$ cat config.mk
export PLATFORM = sky130hd
export DESIGN_NAME = apb_master_flat
export DESIGN_NICKNAME = d
export VERILOG_FILES = /design/src/rtl/apb_master_if.sv /design/src/rtl/apb_master.sv /design/src/flat_wrapper.sv
export SDC_FILE = /design/constraint.sdc
export NUM_CORES = 1
export LEC_CHECK = 0
export ABC_AREA = 0
export CAP_MARGIN = 20
export CORE_ASPECT_RATIO = 0.75
export CORE_MARGIN = 5
export CORE_UTILIZATION = 42
export CTS_BUF_LIST = sky130_fd_sc_hd__clkbuf_2 sky130_fd_sc_hd__clkbuf_4 sky130_fd_sc_hd__clkbuf_8
export DETAILED_ROUTE_END_ITERATION = 8
export HOLD_SLACK_MARGIN = 0.06
export PLACE_DENSITY = 0.8
export SYNTH_ARGS = -nofsm -noshare
export SYNTH_HDL_FRONTEND = slang
export SYNTH_SLANG_ARGS = --single-unit
$ cat constraint.sdc
create_clock -name pclk -period 2.1 [get_ports pclk]
set_input_delay 0.42 -clock pclk [delete_from_list [all_inputs] [get_ports pclk]]
set_output_delay 0.42 -clock pclk [all_outputs]
set_load 0.03 [all_outputs]
$ cat src/rtl/apb_master_if.sv
// Command/response and APB bus bundle between a requester, apb_master and an APB responder.
// master modport is the apb_master view; slave modport is the view from the requester/responder side.
interface apb_master_if #(
  parameter int DATA = 32,
  parameter int ADDR = 32
);
  logic            cmd_valid;
  logic            cmd_ready;
  logic            cmd_write;
  logic [ADDR-1:0] cmd_addr;
  logic [DATA-1:0] cmd_wdata;
  logic            rsp_valid;
  logic            rsp_write;
  logic [DATA-1:0] rsp_rdata;
  logic            rsp_err;
  logic [ADDR-1:0] paddr;
  logic            pwrite;
  logic [DATA-1:0] pwdata;
  logic            psel;
  logic            penable;
  logic [DATA-1:0] prdata;
  logic            pready;

  modport master (
    input  cmd_valid, cmd_write, cmd_addr, cmd_wdata, prdata, pready,
    output cmd_ready, rsp_valid, rsp_write, rsp_rdata, rsp_err,
           paddr, pwrite, pwdata, psel, penable
  );

  modport slave (
    output cmd_valid, cmd_write, cmd_addr, cmd_wdata, prdata, pready,
    input  cmd_ready, rsp_valid, rsp_write, rsp_rdata, rsp_err,
           paddr, pwrite, pwdata, psel, penable
  );
endinterface

$ cat src/rtl/apb_master.sv
// APB requester: one command -> SETUP/ACCESS transfer -> one-cycle response pulse; 4 cycles min per transfer.
// cmd_ready only in IDLE, no response backpressure. Define APB_TIMEOUT_EN to abort ACCESS after TIMEOUT waits.
module apb_master #(
  parameter int DATA    = 32,
  parameter int ADDR    = 32,
  parameter int TIMEOUT = 16
) (
  input  logic         pclk,
  input  logic         presetn,
  apb_master_if.master bus
);

  if (TIMEOUT < 1) begin : g_timeout_check
    $error("apb_master: TIMEOUT must be >= 1");
  end

  typedef enum logic [1:0] {IDLE, SETUP, ACCESS, RESP} state_t;

  state_t          state_q, state_d;
  logic            psel_q, psel_d;
  logic            penable_q, penable_d;
  logic            pwrite_q, pwrite_d;
  logic [ADDR-1:0] paddr_q, paddr_d;
  logic [DATA-1:0] pwdata_q, pwdata_d;
  logic            rsp_valid_q, rsp_valid_d;
  logic            rsp_write_q, rsp_write_d;
  logic [DATA-1:0] rsp_rdata_q, rsp_rdata_d;

`ifdef APB_TIMEOUT_EN
  localparam int            CW        = $clog2(TIMEOUT + 1);
  localparam logic [CW-1:0] LAST_WAIT = CW'(TIMEOUT - 1);
  logic [CW-1:0] wait_q, wait_d;
  logic          rsp_err_q, rsp_err_d;
`endif

  always_ff @(posedge pclk or negedge presetn) begin
    if (!presetn) begin
      state_q     <= IDLE;
      psel_q      <= 1'b0;
      penable_q   <= 1'b0;
      pwrite_q    <= 1'b0;
      paddr_q     <= '0;
      pwdata_q    <= '0;
      rsp_valid_q <= 1'b0;
      rsp_write_q <= 1'b0;
      rsp_rdata_q <= '0;
`ifdef APB_TIMEOUT_EN
      wait_q      <= '0;
      rsp_err_q   <= 1'b0;
`endif
    end else begin
      state_q     <= state_d;
      psel_q      <= psel_d;
      penable_q   <= penable_d;
      pwrite_q    <= pwrite_d;
      paddr_q     <= paddr_d;
      pwdata_q    <= pwdata_d;
      rsp_valid_q <= rsp_valid_d;
      rsp_write_q <= rsp_write_d;
      rsp_rdata_q <= rsp_rdata_d;
`ifdef APB_TIMEOUT_EN
      wait_q      <= wait_d;
      rsp_err_q   <= rsp_err_d;
`endif
    end
  end

  always_comb begin
    state_d     = state_q;
    psel_d      = psel_q;
    penable_d   = penable_q;
    pwrite_d    = pwrite_q;
    paddr_d     = paddr_q;
    pwdata_d    = pwdata_q;
    rsp_valid_d = rsp_valid_q;
    rsp_write_d = rsp_write_q;
    rsp_rdata_d = rsp_rdata_q;
`ifdef APB_TIMEOUT_EN
    wait_d      = wait_q;
    rsp_err_d   = rsp_err_q;
`endif
    case (state_q)
      IDLE: begin
        if (bus.cmd_valid) begin
          paddr_d   = bus.cmd_addr;
          pwrite_d  = bus.cmd_write;
          pwdata_d  = bus.cmd_wdata;
          psel_d    = 1'b1;
          penable_d = 1'b0;
          state_d   = SETUP;
        end
      end
      SETUP: begin
        penable_d = 1'b1;
        state_d   = ACCESS;
`ifdef APB_TIMEOUT_EN
        wait_d    = '0;
`endif
      end
      ACCESS: begin
        // pready on the same edge as the last allowed wait still completes normally
        if (bus.pready) begin
          psel_d      = 1'b0;
          penable_d   = 1'b0;
          rsp_valid_d = 1'b1;
          rsp_write_d = pwrite_q;
          rsp_rdata_d = pwrite_q ? '0 : bus.prdata;
          state_d     = RESP;
`ifdef APB_TIMEOUT_EN
          rsp_err_d   = 1'b0;
        end else if (wait_q == LAST_WAIT) begin
          psel_d      = 1'b0;
          penable_d   = 1'b0;
          rsp_valid_d = 1'b1;
          rsp_write_d = pwrite_q;
          rsp_rdata_d = '0;
          rsp_err_d   = 1'b1;
          state_d     = RESP;
        end else begin
          wait_d      = wait_q + 1'b1;
`endif
        end
      end
      RESP: begin
        rsp_valid_d = 1'b0;
`ifdef APB_TIMEOUT_EN
        rsp_err_d   = 1'b0;
`endif
        state_d     = IDLE;
      end
      default: state_d = IDLE;
    endcase
  end

  assign bus.cmd_ready = (state_q == IDLE);
  assign bus.psel      = psel_q;
  assign bus.penable   = penable_q;
  assign bus.pwrite    = pwrite_q;
  assign bus.paddr     = paddr_q;
  assign bus.pwdata    = pwdata_q;
  assign bus.rsp_valid = rsp_valid_q;
  assign bus.rsp_write = rsp_write_q;
  assign bus.rsp_rdata = rsp_rdata_q;
`ifdef APB_TIMEOUT_EN
  assign bus.rsp_err   = rsp_err_q;
`else
  assign bus.rsp_err   = 1'b0;
`endif

endmodule

$ cat src/flat_wrapper.sv
// flat-port wrapper written by rule: the top's interface ports become plain ports
module apb_master_flat 
#(
  parameter int DATA    = 32,
  parameter int ADDR    = 32,
  parameter int TIMEOUT = 16
)
  (pclk, presetn, bus_cmd_valid, bus_cmd_write, bus_cmd_addr, bus_cmd_wdata, bus_prdata, bus_pready, bus_cmd_ready, bus_rsp_valid, bus_rsp_write, bus_rsp_rdata, bus_rsp_err, bus_paddr, bus_pwrite, bus_pwdata, bus_psel, bus_penable);
  apb_master_if #(.DATA(DATA), .ADDR(ADDR)) bus_i ();
  input  logic pclk;
  input  logic presetn;
  input wire logic [$bits(bus_i.cmd_valid)-1:0] bus_cmd_valid;
  input wire logic [$bits(bus_i.cmd_write)-1:0] bus_cmd_write;
  input wire logic [$bits(bus_i.cmd_addr)-1:0] bus_cmd_addr;
  input wire logic [$bits(bus_i.cmd_wdata)-1:0] bus_cmd_wdata;
  input wire logic [$bits(bus_i.prdata)-1:0] bus_prdata;
  input wire logic [$bits(bus_i.pready)-1:0] bus_pready;
  output wire logic [$bits(bus_i.cmd_ready)-1:0] bus_cmd_ready;
  output wire logic [$bits(bus_i.rsp_valid)-1:0] bus_rsp_valid;
  output wire logic [$bits(bus_i.rsp_write)-1:0] bus_rsp_write;
  output wire logic [$bits(bus_i.rsp_rdata)-1:0] bus_rsp_rdata;
  output wire logic [$bits(bus_i.rsp_err)-1:0] bus_rsp_err;
  output wire logic [$bits(bus_i.paddr)-1:0] bus_paddr;
  output wire logic [$bits(bus_i.pwrite)-1:0] bus_pwrite;
  output wire logic [$bits(bus_i.pwdata)-1:0] bus_pwdata;
  output wire logic [$bits(bus_i.psel)-1:0] bus_psel;
  output wire logic [$bits(bus_i.penable)-1:0] bus_penable;
  assign bus_i.cmd_valid = bus_cmd_valid;
  assign bus_i.cmd_write = bus_cmd_write;
  assign bus_i.cmd_addr = bus_cmd_addr;
  assign bus_i.cmd_wdata = bus_cmd_wdata;
  assign bus_i.prdata = bus_prdata;
  assign bus_i.pready = bus_pready;
  assign bus_cmd_ready = bus_i.cmd_ready;
  assign bus_rsp_valid = bus_i.rsp_valid;
  assign bus_rsp_write = bus_i.rsp_write;
  assign bus_rsp_rdata = bus_i.rsp_rdata;
  assign bus_rsp_err = bus_i.rsp_err;
  assign bus_paddr = bus_i.paddr;
  assign bus_pwrite = bus_i.pwrite;
  assign bus_pwdata = bus_i.pwdata;
  assign bus_psel = bus_i.psel;
  assign bus_penable = bus_i.penable;
  apb_master #(.DATA(DATA), .ADDR(ADDR), .TIMEOUT(TIMEOUT)) u_core (.pclk(pclk), .presetn(presetn), .bus(bus_i));
endmodule
* After elaboration in Yosys (flattened, before gate mapping) *
Cells that the tools add are included.

storage, ports and cells
  ROM bits = 0
  flip-flop bits (word level) = 103
  memory bits (writable) = 0
  bits of input ports = 101
  latch bits = 0
  word-level logic and storage cells = 35
  memories kept = 0
  output and inout port bits = 103

cells by class
  order comparisons = 0
  equal/unequal tests = 5
  multiply operators = 0
  add/subtract/negate cells = 0
  bitwise operators = 0
  div/mod/pow operators = 0
  multiplexer cells = 11
  reductions and logical operators = 10
  shift-type cells = 0

operators with widths
  cell                  count
  $mux W32              1
  $pmux W2 S4           1
  $reduce_and A2 Y1     4
  $reduce_and A3 Y1     2
  $eq A2 B2 Y1 const B  2
  $mux W1               4
  $mux W2               2
  $ne A2 B2 Y1 const B  2
  $pmux W1 S2           2
  $reduce_bool A2 Y1    2
  $pmux W1 S3           1
  $reduce_bool A3 Y1    1
  $eq A2 B1 Y1 const B  1
  $logic_not A2 Y1      1

* Logic depth before layout (Yosys ltp) *
Gate-level depths: netlist (run 1).

  depth after elaboration = 3
  mapped depth = 7
  mapped depth without buffers = 5

* Worst setup path after synthesis (run 1) *
OpenSTA, ideal clock, no wires.

  path type = register to register
  start point = reg u_core.state_q[0]
  end point = reg u_core.paddr_q[0], in the netlist u_core.bus.paddr[0]
  setup time = 0.125 ns
  buffers on the path = 2
  stages on the path, launching flop included = 7
  data required time = 1.975 ns
  period minus slack after synthesis = 1.469 ns
  data arrival time = 1.344 ns
  path slack = 0.631 ns
  cells stage by stage = dfrtp_1 > inv_1 > ha_1 > nand2_1 > buf_6 > buf_6 > mux2_4

on the way
  longest elaborated chain between the ends = 2

RTL lines
  element                             line              source
  from (decl)                         apb_master.sv:19  state_t state_q, state_d;
  from (signal assigned)              apb_master.sv:52  state_q <= state_d;
  $logic_not A2 Y1                    apb_master.sv:82  case (state_q)
  $reduce_and A2 Y1 (no source line)  -
  to (signal assigned)                apb_master.sv:56  paddr_q <= paddr_d;
  to (decl)                           apb_master.sv:23  logic [ADDR-1:0] paddr_q, paddr_d;

No other way between the ends.
A chain may end at the register's enable or synchronous reset.

* Worst setup path in the final report (run 1) *
  start point = reg u_core.state_q[0]
  end point = out bus_cmd_ready

on the way
  longest elaborated chain between the ends = 1

RTL lines
  element           line                source
  $logic_not A2 Y1  apb_master.sv:135   assign bus.cmd_ready = (state_q == IDLE);
  to (decl)         flat_wrapper.sv:18  output wire logic [$bits(bus_i.cmd_ready)-1:0] bus_cmd_ready;

No other way between the ends.

==> reports/qor.csv, run 1 <==
stage,metric,value,unit
route,routed_wl,10700,um
cells_and_area,multiInputGateArea,1600,sq um
cts,cts_tree,yes,
route,drc,0,
synth,synth_area_leaders,"dfrtp_1 (60%), mux2_4 (17%), mux2_2 (4.7%)",
cells_and_area,drive_gt1_frac,0.191,
cts,path_clk_slew,0.09,ns
sta,tns,0,ns
global_routing,track_usage,0.173,
synth,synthTopCellsByCount,"dfrtp_1 (103), mux2_4 (50), nand2_1 (35)",
cts,cts.sinks,103,
power,p_leak,3.02,nW
cts,htreeDepth,3,
worst_setup_path,cp_cell_sequence,inv_1 > ha_1 > dlygate4sd2_1,
synth,synth_cell_types,21,
run_status,status,completed,
placed_design,post-place-ws,0.181,ns
synth,syn_nets,413,
floorplan,core_area,10100,sq um
cells_and_area,regArea,2580,sq um
worst_setup_path,cp_max_fo,4,
cts,clkLatencyLatePin,0.36,ns
cts,clock-root-buffer,clkbuf_8,
synth,seq_area_frac_synth,0.599,
placed_design,place_hpwl,8240,um
cells_and_area,nFillCells,793,
synth,async_reset_ff_frac,1.00,
worst_setup_path,critPathArrivalTime,1.55,ns
global_routing,grt_first_pass_wirelength,16900,um
worst_setup_path,end_kind,output pin,
cells_and_area,num-nets-final,619,
power,power.total,0.0112,W
placed_design,port_buffers,202,
synth,yosysTopAreaCell,dfrtp_1,
hold_path,hold_path.class,flip-flop to flip-flop,
worst_setup_path,cp_slowest_stage_delay,0.43,ns
sta,slew_viol_final,0,
floorplan,num_rows,32,
route,vias,3008,
cts,post-cts-setup-buffer-count,0,
route,drtAntennaViolNets,0,
route,dr.pass1.iters,4,
cts,cts_buffer_depth,2,
sta,skew,0.00645,ns
sta,finalHoldViolCount,0,
sta,fin_crit,1.97,ns
worst_setup_path,crit_path_start_kind,flip-flop,
cells_and_area,antenna_cells,0,
sta,rsz0062_at_grt,no,
route,detail_route.iter0.violations,93,
synth,ys.warnings.count,0,
sta,setup_viol,0,
floorplan,ios,204,
synth,synth.avg_cell_area,14.1,sq um
power,power.density,1670,nW/um^2
flow_run,drv_cap,0,
sta,max_freq,0.507,GHz
route,wire_per_inst,16.5,um
global_routing,first_global_vias,3214,
cts,cts_buffers,9,
synth,yosysMostFrequentCell,dfrtp_1,
cells_and_area,area_growth,55.5,%
synth,synth_area,4300,sq um
worst_setup_path,slowest_stage,dfrtp_1,
floorplan,dieArea,12400,sq um
worst_setup_path,crit_family,buffers and inverters,
worst_setup_path,crit_buf_inv,2,
global_routing,antenna_found_initial,0,
sta,setup_slack,0.129,ns
synth,synth_cells,306,
global_routing,grt_overflow_total,0,
synth,synth_edf_count,0,
floorplan,initial_core_util,0.425,
synth,yosys.area.top_type_share,0.599,
synth,ys_ff_latch,103,
route,vias_per_cell,4.61,
sta,post-route-period-util,0.939,
floorplan,dieHeight,97.6,um
sta,hold_ws,0.486,ns
power,peakVddDrop,0.949,mV
worst_setup_path,path_class,flip-flop to output pin,
synth,synth_top_flop_cell,dfrtp_1,
placed_design,routabilityCongestion,0.739,
worst_setup_path,cp.required,1.68,ns
floorplan,die_width,127,um
global_routing,grt_max_degree,45,
==> final cells by class <==
cell class              instances  share of cell area
clock buffers                  11              0.0217
clock inverters                 5             0.00505
inverters                       2             0.00112
multi-input cells             183               0.239
flip-flops and latches        103               0.385
well taps                     136              0.0254
repair buffers                213               0.322
==> worst min-delay path: cells and delay by family (launching register included) <==
kind / cells / cell delay [ns]
DFF: 1 / 0.35
AOI/OAI and AO/OA: 1 / 0.06
and+or+nand+nor: 1 / 0.04
==> metrics by stage <==
step / util / std cells / cell area (sq um)
after floorplan: - / 306 / 4300
after global placement: 0.642 / 636 / 6500
after detailed placement: 0.642 / 636 / 6500
after CTS: 0.660 / 653 / 6690
after global routing: 0.660 / 653 / 6690
final: 0.660 / 653 / 6690
==> kinds of logic after synthesis <==
| logic type | count (synthesis) | share of synthesized area |
|---|---|---|
| DFF | 103 | 0.599 |
| other | 1 | 0.000872 |
| adders and majority gates | 6 | 0.0175 |
| AOI/OAI and AO/OA | 36 | 0.0439 |
| muxes | 68 | 0.222 |
| buffers and inverters | 20 | 0.0305 |
| and+or+nand+nor | 72 | 0.0861 |
==> placed cells by master (no fill, tap or decap) <==
| master | count |
|---|---|
| nor3b_1 | 1 |
| nand2_2 | 1 |
| clkinvlp_4 | 2 |
| clkbuf_4 | 1 |
| a21oi_1 | 1 |
| nand2b_1 | 32 |
| nor2_2 | 1 |
| and2b_1 | 2 |
| ha_1 | 6 |
| mux2_4 | 50 |
| buf_12 | 4 |
| conb_1 | 1 |
| clkinv_4 | 1 |
| nor3_2 | 1 |
| clkdlybuf4s50_1 | 200 |
| dfrtp_1 | 103 |
| nand2_1 | 33 |
| a2bb2oi_1 | 1 |
| clkinv_2 | 2 |
| dlygate4sd2_1 | 1 |
| dlygate4sd3_1 | 1 |
| nand2_4 | 1 |
| inv_1 | 2 |
| o21ai_0 | 33 |
| buf_4 | 7 |
| clkbuf_8 | 10 |
| mux2_2 | 18 |
| o32a_1 | 1 |
==> registers in the layout, indices dropped and copies added, names as in the netlist <==
signal	count
u_core.bus.paddr	32
u_core.bus.rsp_write	1
u_core.bus.rsp_rdata	32
u_core.bus.penable	1
u_core.bus.pwdata	32
u_core.bus.rsp_valid	1
u_core.bus.pwrite	1
u_core.state_q	2
u_core.bus.psel	1
==> routing by layer <==
| layer | up-vias | wire, um | GRT usage |
|---|---|---|---|
| met5 | - | 0 | 0 |
| met4 | 0 | 221 | 0.0668 |
| met3 | 20 | 848 | 0.0571 |
| met2 | 110 | 5320 | 0.282 |
| met1 | 1446 | 4360 | 0.213 |
| li1 | 1432 | - | - |
==> where the power goes <==
| group | internal, W | total [W] | leakage [nW] | switching, W |
|---|---|---|---|---|
| combinational | 0.00315 | 0.00651 | 1.68 | 0.00336 |
| clock | 0.000475 | 0.00114 | 0.0887 | 0.000661 |
| sequential | 0.00298 | 0.00353 | 1.26 | 0.000555 |
==> path summary, 6_finish.rpt <==
kind	slack (ns)	cells past startpoint	to	startpoint
max	0.13	3	bus_cmd_ready	u_core.state_q[0]
min	0.49	2	u_core.bus.rsp_rdata[26]	u_core.bus.rsp_rdata[26]
max reg2reg	0.37	5	u_core.bus.pwdata[30]	u_core.state_q[0]
min reg2reg	0.49	2	u_core.bus.rsp_rdata[26]	u_core.bus.rsp_rdata[26]
max in group asynchronous	0.98	3	u_core.bus.paddr[6]	presetn
min in group asynchronous	0.53	2	u_core.bus.pwdata[2]	presetn
==> repair_timing <==
action,in CTS,in global routing
gates resized for setup,1,0
hold endpoints to repair,28,0
hold buffers,1,0
endpoints found under the setup margin,1,0
Power figures use the tool's default switching activity.
==> run 2, diff against run 1 <==
CTS_BUF_LIST = sky130_fd_sc_hd__clkbuf_8   (was sky130_fd_sc_hd__clkbuf_2 sky130_fd_sc_hd__clkbuf_4 sky130_fd_sc_hd__clkbuf_8)
==> reports/qor.csv, run 2 (synthesis results as in run 1) <==
stage,metric,value,unit
cells_and_area,antenna_cells,0,
floorplan,dieHeight,97.6,um
power,power.total,0.0112,W
route,vias,3008,
floorplan,ios,204,
power,power.density,1670,nW/um^2
cells_and_area,num-nets-final,619,
sta,tns,0,ns
worst_setup_path,slowest_stage,dfrtp_1,
placed_design,place_hpwl,8240,um
floorplan,num_rows,32,
route,drtAntennaViolNets,0,
global_routing,grt_first_pass_wirelength,16900,um
global_routing,grt_overflow_total,0,
cells_and_area,layout_common_cells,"clkdlybuf4s50_1 (200), dfrtp_1 (103), mux2_4 (50)",
floorplan,die_width,127,um
floorplan,core_area,10100,sq um
worst_setup_path,cp_max_fo,4,
cells_and_area,area_growth,55.5,%
cts,cts_tree,yes,
placed_design,place_area,6500,sq um
cts,clkLatencyLatePin,0.36,ns
route,routed_wl,10700,um
placed_design,routabilityCongestion,0.739,
cts,htreeDepth,3,
sta,hold_ws,0.486,ns
cells_and_area,drive_gt1_frac,0.190,
run_status,status,completed,
flow_run,drv_cap,0,
route,dr.pass1.iters,4,
worst_setup_path,cp_slowest_stage_delay,0.43,ns
cells_and_area,fin_area,6690,sq um
sta,fin_crit,1.97,ns
sta,rsz0062_at_grt,no,
floorplan,dieArea,12400,sq um
cells_and_area,nFillCells,793,
hold_path,hold_path.class,flip-flop to flip-flop,
route,drc,0,
cts,cts_buffers,9,
sta,setup_viol,0,
worst_setup_path,cp.required,1.68,ns
sta,finalHoldViolCount,0,
worst_setup_path,critPathArrivalTime,1.55,ns
floorplan,initial_core_util,0.425,
sta,post-route-period-util,0.939,
global_routing,antenna_found_initial,0,
worst_setup_path,cp_cell_sequence,inv_1 > ha_1 > dlygate4sd2_1,
global_routing,grt_max_degree,45,
cts,cts.sinks,103,
route,detail_route.iter0.violations,93,
worst_setup_path,path_class,flip-flop to output pin,
cts,clock-root-buffer,clkbuf_8,
sta,slew_viol_final,0,
global_routing,first_global_vias,3214,
cells_and_area,final_util,0.660,
sta,skew,0.00645,ns
cells_and_area,layout_commonest_cell,clkdlybuf4s50_1,
worst_setup_path,rrSetupSlack,0.37,ns
worst_setup_path,end_kind,output pin,
global_routing,track_usage,0.173,
route,wire_per_inst,16.5,um
worst_setup_path,crit_buf_inv,2,
sta,max_freq,0.507,GHz
power,peakVddDrop,0.949,mV
power,p_leak,3.02,nW
cts,cts_buffer_depth,2,
cts,path_clk_slew,0.09,ns
worst_setup_path,crit_family,buffers and inverters,
placed_design,port_buffers,202,
route,vias_per_cell,4.61,
worst_setup_path,crit_path_start_kind,flip-flop,
## run 2: changes by cell type in the layout (fill, tap and decap cells not counted), sizes merged
cell / change
inv: +1
clkbuf: -1
## run 2: worst paths after layout
check / startpoint / to / cells after the start
max: u_core.state_q[0] / bus_cmd_ready / 3
min: u_core.bus.rsp_rdata[26] / u_core.bus.rsp_rdata[26] / 2
max reg2reg: u_core.state_q[0] / u_core.bus.pwdata[30] / 5
min reg2reg: u_core.bus.rsp_rdata[26] / u_core.bus.rsp_rdata[26] / 2
max in group asynchronous: presetn / u_core.bus.paddr[6] / 3
min in group asynchronous: presetn / u_core.bus.pwdata[2] / 2
## run 2: layout make-up
cell class	count	area [sq um]	area share
tap	136	170	0.0255
clock inverter	6	37.5	0.00561
timing repair buffer	213	2150	0.322
sequential	103	2580	0.386
inverter	2	7.51	0.00112
clock buffer	10	138	0.0206
multi-input combinational	183	1600	0.240
## run 2: stage by stage
step / instances / setup WS [ns]
after floorplan: 306 / 0.631
after detailed placement: 636 / 0.181
final: 653 / 0.129
after CTS: 653 / 0.0969
after global routing: 653 / 0.0405
after global placement: 636 / 0.229
## run 2: where the power goes
part	leakage (nW)	total, W	internal [W]	switching [W]
Clock	0.0895	0.00112	0.000457	0.000662
Sequential	1.26	0.00353	0.00298	0.000555
Combinational	1.68	0.00651	0.00315	0.00336
Total	3.02	0.0112	0.00659	0.00457
## run 2: what timing repair did
item                                    CTS  global route
buffers inserted                          0             0
hold endpoints to repair                 28             0
hold buffers                              1             0
endpoints found under the setup margin    1             0
gates resized for setup                   1             0
## run 2: worst reg2reg max path: cells and delay by family (launching register included)
family | cells | cell delay, ns
multiplexers | 1 | 0.33
flip-flops | 1 | 0.41
AND/OR/NAND/NOR | 1 | 0.27
buffers and inverters | 2 | 0.36
adder cells (fa/ha/maj) | 1 | 0.25
## run 2: layer usage
layer	track usage	vias up	share of wire
li1	-	1432	-
met1	0.213	1446	0.41
met2	0.282	110	0.49
met3	0.0571	20	0.079
met4	0.0668	0	0.021
met5	0	-	0
==> RTL change 1: new RTL, config.mk and constraints of run 2 <==
`DATA` is set to 32 in 3 places; all go to 48.
--- a/src/rtl/apb_master_if.sv
+++ b/src/rtl/apb_master_if.sv
@@ -1,7 +1,7 @@
 // Command/response and APB bus bundle between a requester, apb_master and an APB responder.
 // master modport is the apb_master view; slave modport is the view from the requester/responder side.
 interface apb_master_if #(
-  parameter int DATA = 32,
+  parameter int DATA = 48,
   parameter int ADDR = 32
 );
   logic            cmd_valid;
--- a/src/rtl/apb_master.sv
+++ b/src/rtl/apb_master.sv
@@ -1,7 +1,7 @@
 // APB requester: one command -> SETUP/ACCESS transfer -> one-cycle response pulse; 4 cycles min per transfer.
 // cmd_ready only in IDLE, no response backpressure. Define APB_TIMEOUT_EN to abort ACCESS after TIMEOUT waits.
 module apb_master #(
-  parameter int DATA    = 32,
+  parameter int DATA    = 48,
   parameter int ADDR    = 32,
   parameter int TIMEOUT = 16
 ) (
--- a/src/flat_wrapper.sv
+++ b/src/flat_wrapper.sv
@@ -1,7 +1,7 @@
 // flat-port wrapper written by rule: the top's interface ports become plain ports
 module apb_master_flat 
 #(
-  parameter int DATA    = 32,
+  parameter int DATA    = 48,
   parameter int ADDR    = 32,
   parameter int TIMEOUT = 16
 )
Interface: changed (resized bus_cmd_wdata, bus_prdata, bus_pwdata and bus_rsp_rdata); port bits go from 204 to 268. The function was not compared with the original's and may differ.
==> RTL change 1 against run 2 <==
Via count is 35% higher; setup slack better by 0.071 ns; combinational power rose by 22%; fmax rose by 3.7%; sequential cell count rose by 32; total power grew 33%; area after synthesis increased by 26%; routed wire length rose by 35%; synthesized cell count grew 33%; design area rose by 30%; utilization is 3.6 points higher; hold slack worse by 0.0063 ns.
==> RTL change 1: results (changes against run 2) <==
gpl congestion=0.7747 (+4.8%); Worst-path clk slew=0.08 ns; delay-heaviest family, CP=buffers and inverters; hpwl dp=11120 um (+35%); Iter 0 DRT Violations=139 (+49%); WL/cell=16.98 um (+3.2%); outcome=finished, final reports clean; first-pass GRT wire length=22630 um (+34%); CP max FO=2 (-2); share of layout cells above drive strength 1=0.1910 (+0.001472); port bufs=266 (+32%); DRT met1 WL=5441 um (+25%); CP peak stage delay=0.70 ns (+0.27 ns); largest net degree at the start of global routing=53 (+18%); met2 routed wirelength=7281 um (+37%); metal3 WL=1410 um (+66%); Comb group=0.00797 W (+22%); Arrival @ worst endpoint=1.48 ns (-0.07 ns); P_seq=0.00462 W (+31%); register area share after synthesis=0.6253 (+0.02593); worst min path class=input pin to async pin; via count=4071 (+35%); Final #Nets=818 (+32%); number of H-tree levels=4 (+1); leakage=3.715 nW (+23%); clk_lat worst skew=0.42 ns (+0.06 ns); Crit-path slowest cell=clkdlybuf4s50_1; GR Util met1=0.2127 (about the same); vias in the first global route=4333 (+35%); VDD IR max=1.034 mV (+9.0%); largest cells by area after synthesis=dfrtp_1 63%, mux2_2 18%, nand2b_1 5.6%, o21ai_0 4.5%, nand2_1 3.5%; met2 Resource Use GR=0.3217 (+0.03961); Total GRT Usage=0.1909 (+0.01801); TritonCTS buffer count=17 (+8); Setup Skew=0.01290 ns (+0.006449 ns); Synthesized Nets=547 (+32%); Area after DPL=8228 um2 (+27%); DRT Pass-1 Iters=5 (+1); most common library cells after synthesis=135 x dfrtp_1, 84 x mux2_2, 50 x nand2_1; Switch Pwr=0.006033 W (+32%)
-- RTL change 1: logic make-up after synthesis --
group / Yosys count / synth area share
buf+inv: 26 / 0.03497
flops: 135 / 0.6253
other cells: 1 / 0.0006941
compound gates: 52 / 0.05002
simple gates: 104 / 0.1000
mux: 84 / 0.1751
fa+ha+maj: 6 / 0.01389
-- RTL change 1: metrics by stage --
stage,setup slack [ns],TNS (ns),instances,utilization,total power [W]
after CTS,0.01985,0,857,0.6961,0.01505
final,0.1995,0,857,0.6962,0.01486
after detailed placement,-0.02106,-0.02106,825,0.6616,0.01273
after global placement,0.08555,0,825,0.6616,0.01249
after floorplan,0.5910,0,408,-,0.009192
after global routing,0.1148,0,857,0.6962,0.01566
-- RTL change 1: cell type report --
class                      instances  area, um2
clock buffer                      17      234.0
clock inverter                    14      186.4
fill                             917       3779
inverter                           2      7.507
multi-input combinational        247       1848
sequential                       135       3378
tap                              166      207.7
timing repair buffer             276       2796
-- RTL change 1: what timing repair did --
item / 4_1_cts / 5_1_grt
hold endpoints to repair: 39 / 0
gates resized for setup: 1 / 3
hold buffers: 1 / 0
setup endpoints to repair: 1 / 12
-- RTL change 1: worst paths after layout --
path	cells after the start	from	slack, ns	endpoint
max in group asynchronous	3	presetn	0.98	u_core.bus.pwdata[19]
max	1	u_core.bus.paddr[23]	0.20	bus_paddr[23]
max reg2reg	5	u_core.state_q[0]	0.31	u_core.bus.rsp_rdata[26]
min	2	presetn	0.48	u_core.bus.pwdata[2]
min reg2reg	2	u_core.bus.rsp_rdata[34]	0.48	u_core.bus.rsp_rdata[34]
min in group pclk	2	u_core.bus.rsp_rdata[34]	0.48	u_core.bus.rsp_rdata[34]
==> RTL change 2: new RTL, config.mk and constraints of run 2 <==
Made on the original files. The 4 states of `state_t` get a Gray code encoding in 2 bits.
--- a/src/rtl/apb_master.sv
+++ b/src/rtl/apb_master.sv
@@ -14,7 +14,7 @@
     $error("apb_master: TIMEOUT must be >= 1");
   end
 
-  typedef enum logic [1:0] {IDLE, SETUP, ACCESS, RESP} state_t;
+  typedef enum logic [1:0] {IDLE = 2'b00, SETUP = 2'b01, ACCESS = 2'b11, RESP = 2'b10} state_t;
 
   state_t          state_q, state_d;
   logic            psel_q, psel_d;
Formal check against the unedited RTL: same outputs for any inputs over 10 cycles, from zero or initial values and one cycle with presetn low; not proved beyond that.
==> RTL change 2 against run 2 <==
Highest routed layer is now met5; via count rose by 0.66%; total power rose by 3.7%; count of clock-buffer cells in the layout fell by 1; critical path depth did not move; sequential cell count did not move; routed wire length rose by 5.6%; setup slack got worse by 0.026 ns; die area rose by 0.27%; first-iteration DRC count rose by 8.6%; area after synthesis rose by 0.29%; design area rose by 0.69%.
==> RTL change 2: results (changes against run 2) <==
reg2reg setup slack=0.33 ns (-0.04 ns); terminus of the critical flop-to-flop path=u_core.bus.paddr[20]; gpl congestion=0.7789 (+5.3%); register area share after synthesis=0.5976 (-0.001739); multi-input logic area=1607 um2 (+0.31%); die area=12420 um2 (+0.27%); worst hold slack=0.4832 ns (-0.002480 ns); Synthesized Nets=417 (+0.97%); non-clock buffer count=215 (+0.94%); largest net degree at the start of global routing=61 (+36%); via count=3028 (+0.66%); outcome=finished, final reports clean; worst min path class=flip-flop to flip-flop; Hold Path End=u_core.bus.rsp_rdata[19]; Compound-Gate Fraction of Synth Area=0.04932 (+0.005385); post-synthesis mux area share=0.2185 (-0.003254); Max clock buf depth=2 (unchanged); first-pass GRT wire length=17890 um (+5.8%); Worst Hold Path Cells=2 (unchanged); Yosys warning total=0 (unchanged); largest cells by area after synthesis=dfrtp_1 60%, mux2_4 17%, nand2b_1 4.6%, mux2_2 4.4%, o21ai_0 4.1%; comb_multi_in=186 (+1.6%); hold wc startpoint=u_core.bus.rsp_rdata[19]; Seq/total area=0.3829 (-0.002652); WL/cell=17.25 um (+4.8%); Final #Nets=624 (+0.81%); buffering overhead=0.3184 (-0.003703); Arrival @ worst endpoint=1.58 ns (+0.03 ns); Iter 0 DRT Violations=101 (+8.6%); post-synthesis adder-cell area fraction=0.01741 (-0.00005064); synthesized area per cell=13.91 um2 (-1.0%); total wire length=11350 um (+5.6%); Crit-path slowest cell=dfrtp_1; vias in the first global route=3284 (+2.2%); VDD IR max=0.8624 mV (-9.1%); Area after DPL=6496 um2 (about the same); leakage=3.027 nW (+0.21%); placed cells=641 (+0.79%); fill count=766 (-3.4%); Total GRT Usage=0.1824 (+0.009478); most common library cells after synthesis=103 x dfrtp_1, 50 x mux2_4, 35 x nand2_1, 35 x o21ai_0, 32 x nand2b_1; share of layout cells above drive strength 1=0.1897 (about the same); fraction of area in multi-input gates=0.2387 (-0.0009050); clk tree area frac=0.03364 (+0.007441); pre-CTS setup slack=0.1747 ns (-0.005866 ns); CP max FO=5 (+1); DRT Pass-1 Iters=4 (unchanged); Setup Skew=0.01036 ns (+0.003914 ns)
-- RTL change 2: changes by cell type after synthesis --
cell       delta
o21ai_0       +2
o41ai_1       +2
buf_4         +1
nor2_2        -1
o31ai_1       +2
and2b_1       -1
nor2_1        +2
a2bb2oi_1     -1
nor2b_1       +1
nor3b_1       -1
o32a_1        -1
mux2_2        -1
-- RTL change 2: per-layer routing --
layer | vias to the layer above | GRT usage | routed length (um)
met5 | - | 0 | 13
met4 | 2 | 0.04040 | 94
met3 | 13 | 0.07709 | 936
met2 | 109 | 0.2992 | 5583
met1 | 1457 | 0.2263 | 4722
li1 | 1447 | - | -
-- RTL change 2: worst max path at each step --
| stage | start | to | slack [ns] | depth (start not counted) |
|---|---|---|---|---|
| floorplan | u_core.state_q[0] | u_core.bus.penable | 0.61 | 5 |
| global placement | bus_cmd_valid | u_core.bus.pwdata[21] | 0.22 | 4 |
| detailed placement | bus_cmd_valid | u_core.bus.pwdata[6] | 0.17 | 4 |
| CTS | u_core.state_q[0] | bus_cmd_ready | 0.07 | 3 |
| global route | u_core.state_q[1] | bus_cmd_ready | 0.01 | 3 |
| finish | u_core.state_q[0] | bus_cmd_ready | 0.10 | 3 |
-- RTL change 2: critical path, delay by kind of cell, from the launching register on --
kind / cells / cell delay [ns]
flip-flops: 1 / 0.44
buffers and inverters: 2 / 0.55
adder cells (fa/ha/maj): 1 / 0.23
-- RTL change 2: timing repair --
item                                    CTS  global route
hold endpoints to repair                 29             0
hold buffers                              1             0
gates resized for setup                   1             0
endpoints found under the setup margin    1             0
-- RTL change 2: power breakdown --
part	switching [W]	internal (W)	leakage (nW)	total (W)
Combinational	0.00342	0.00316	1.66	0.00658
Sequential	0.000605	0.00299	1.25	0.00360
Clock	0.000705	0.000684	0.110	0.00139
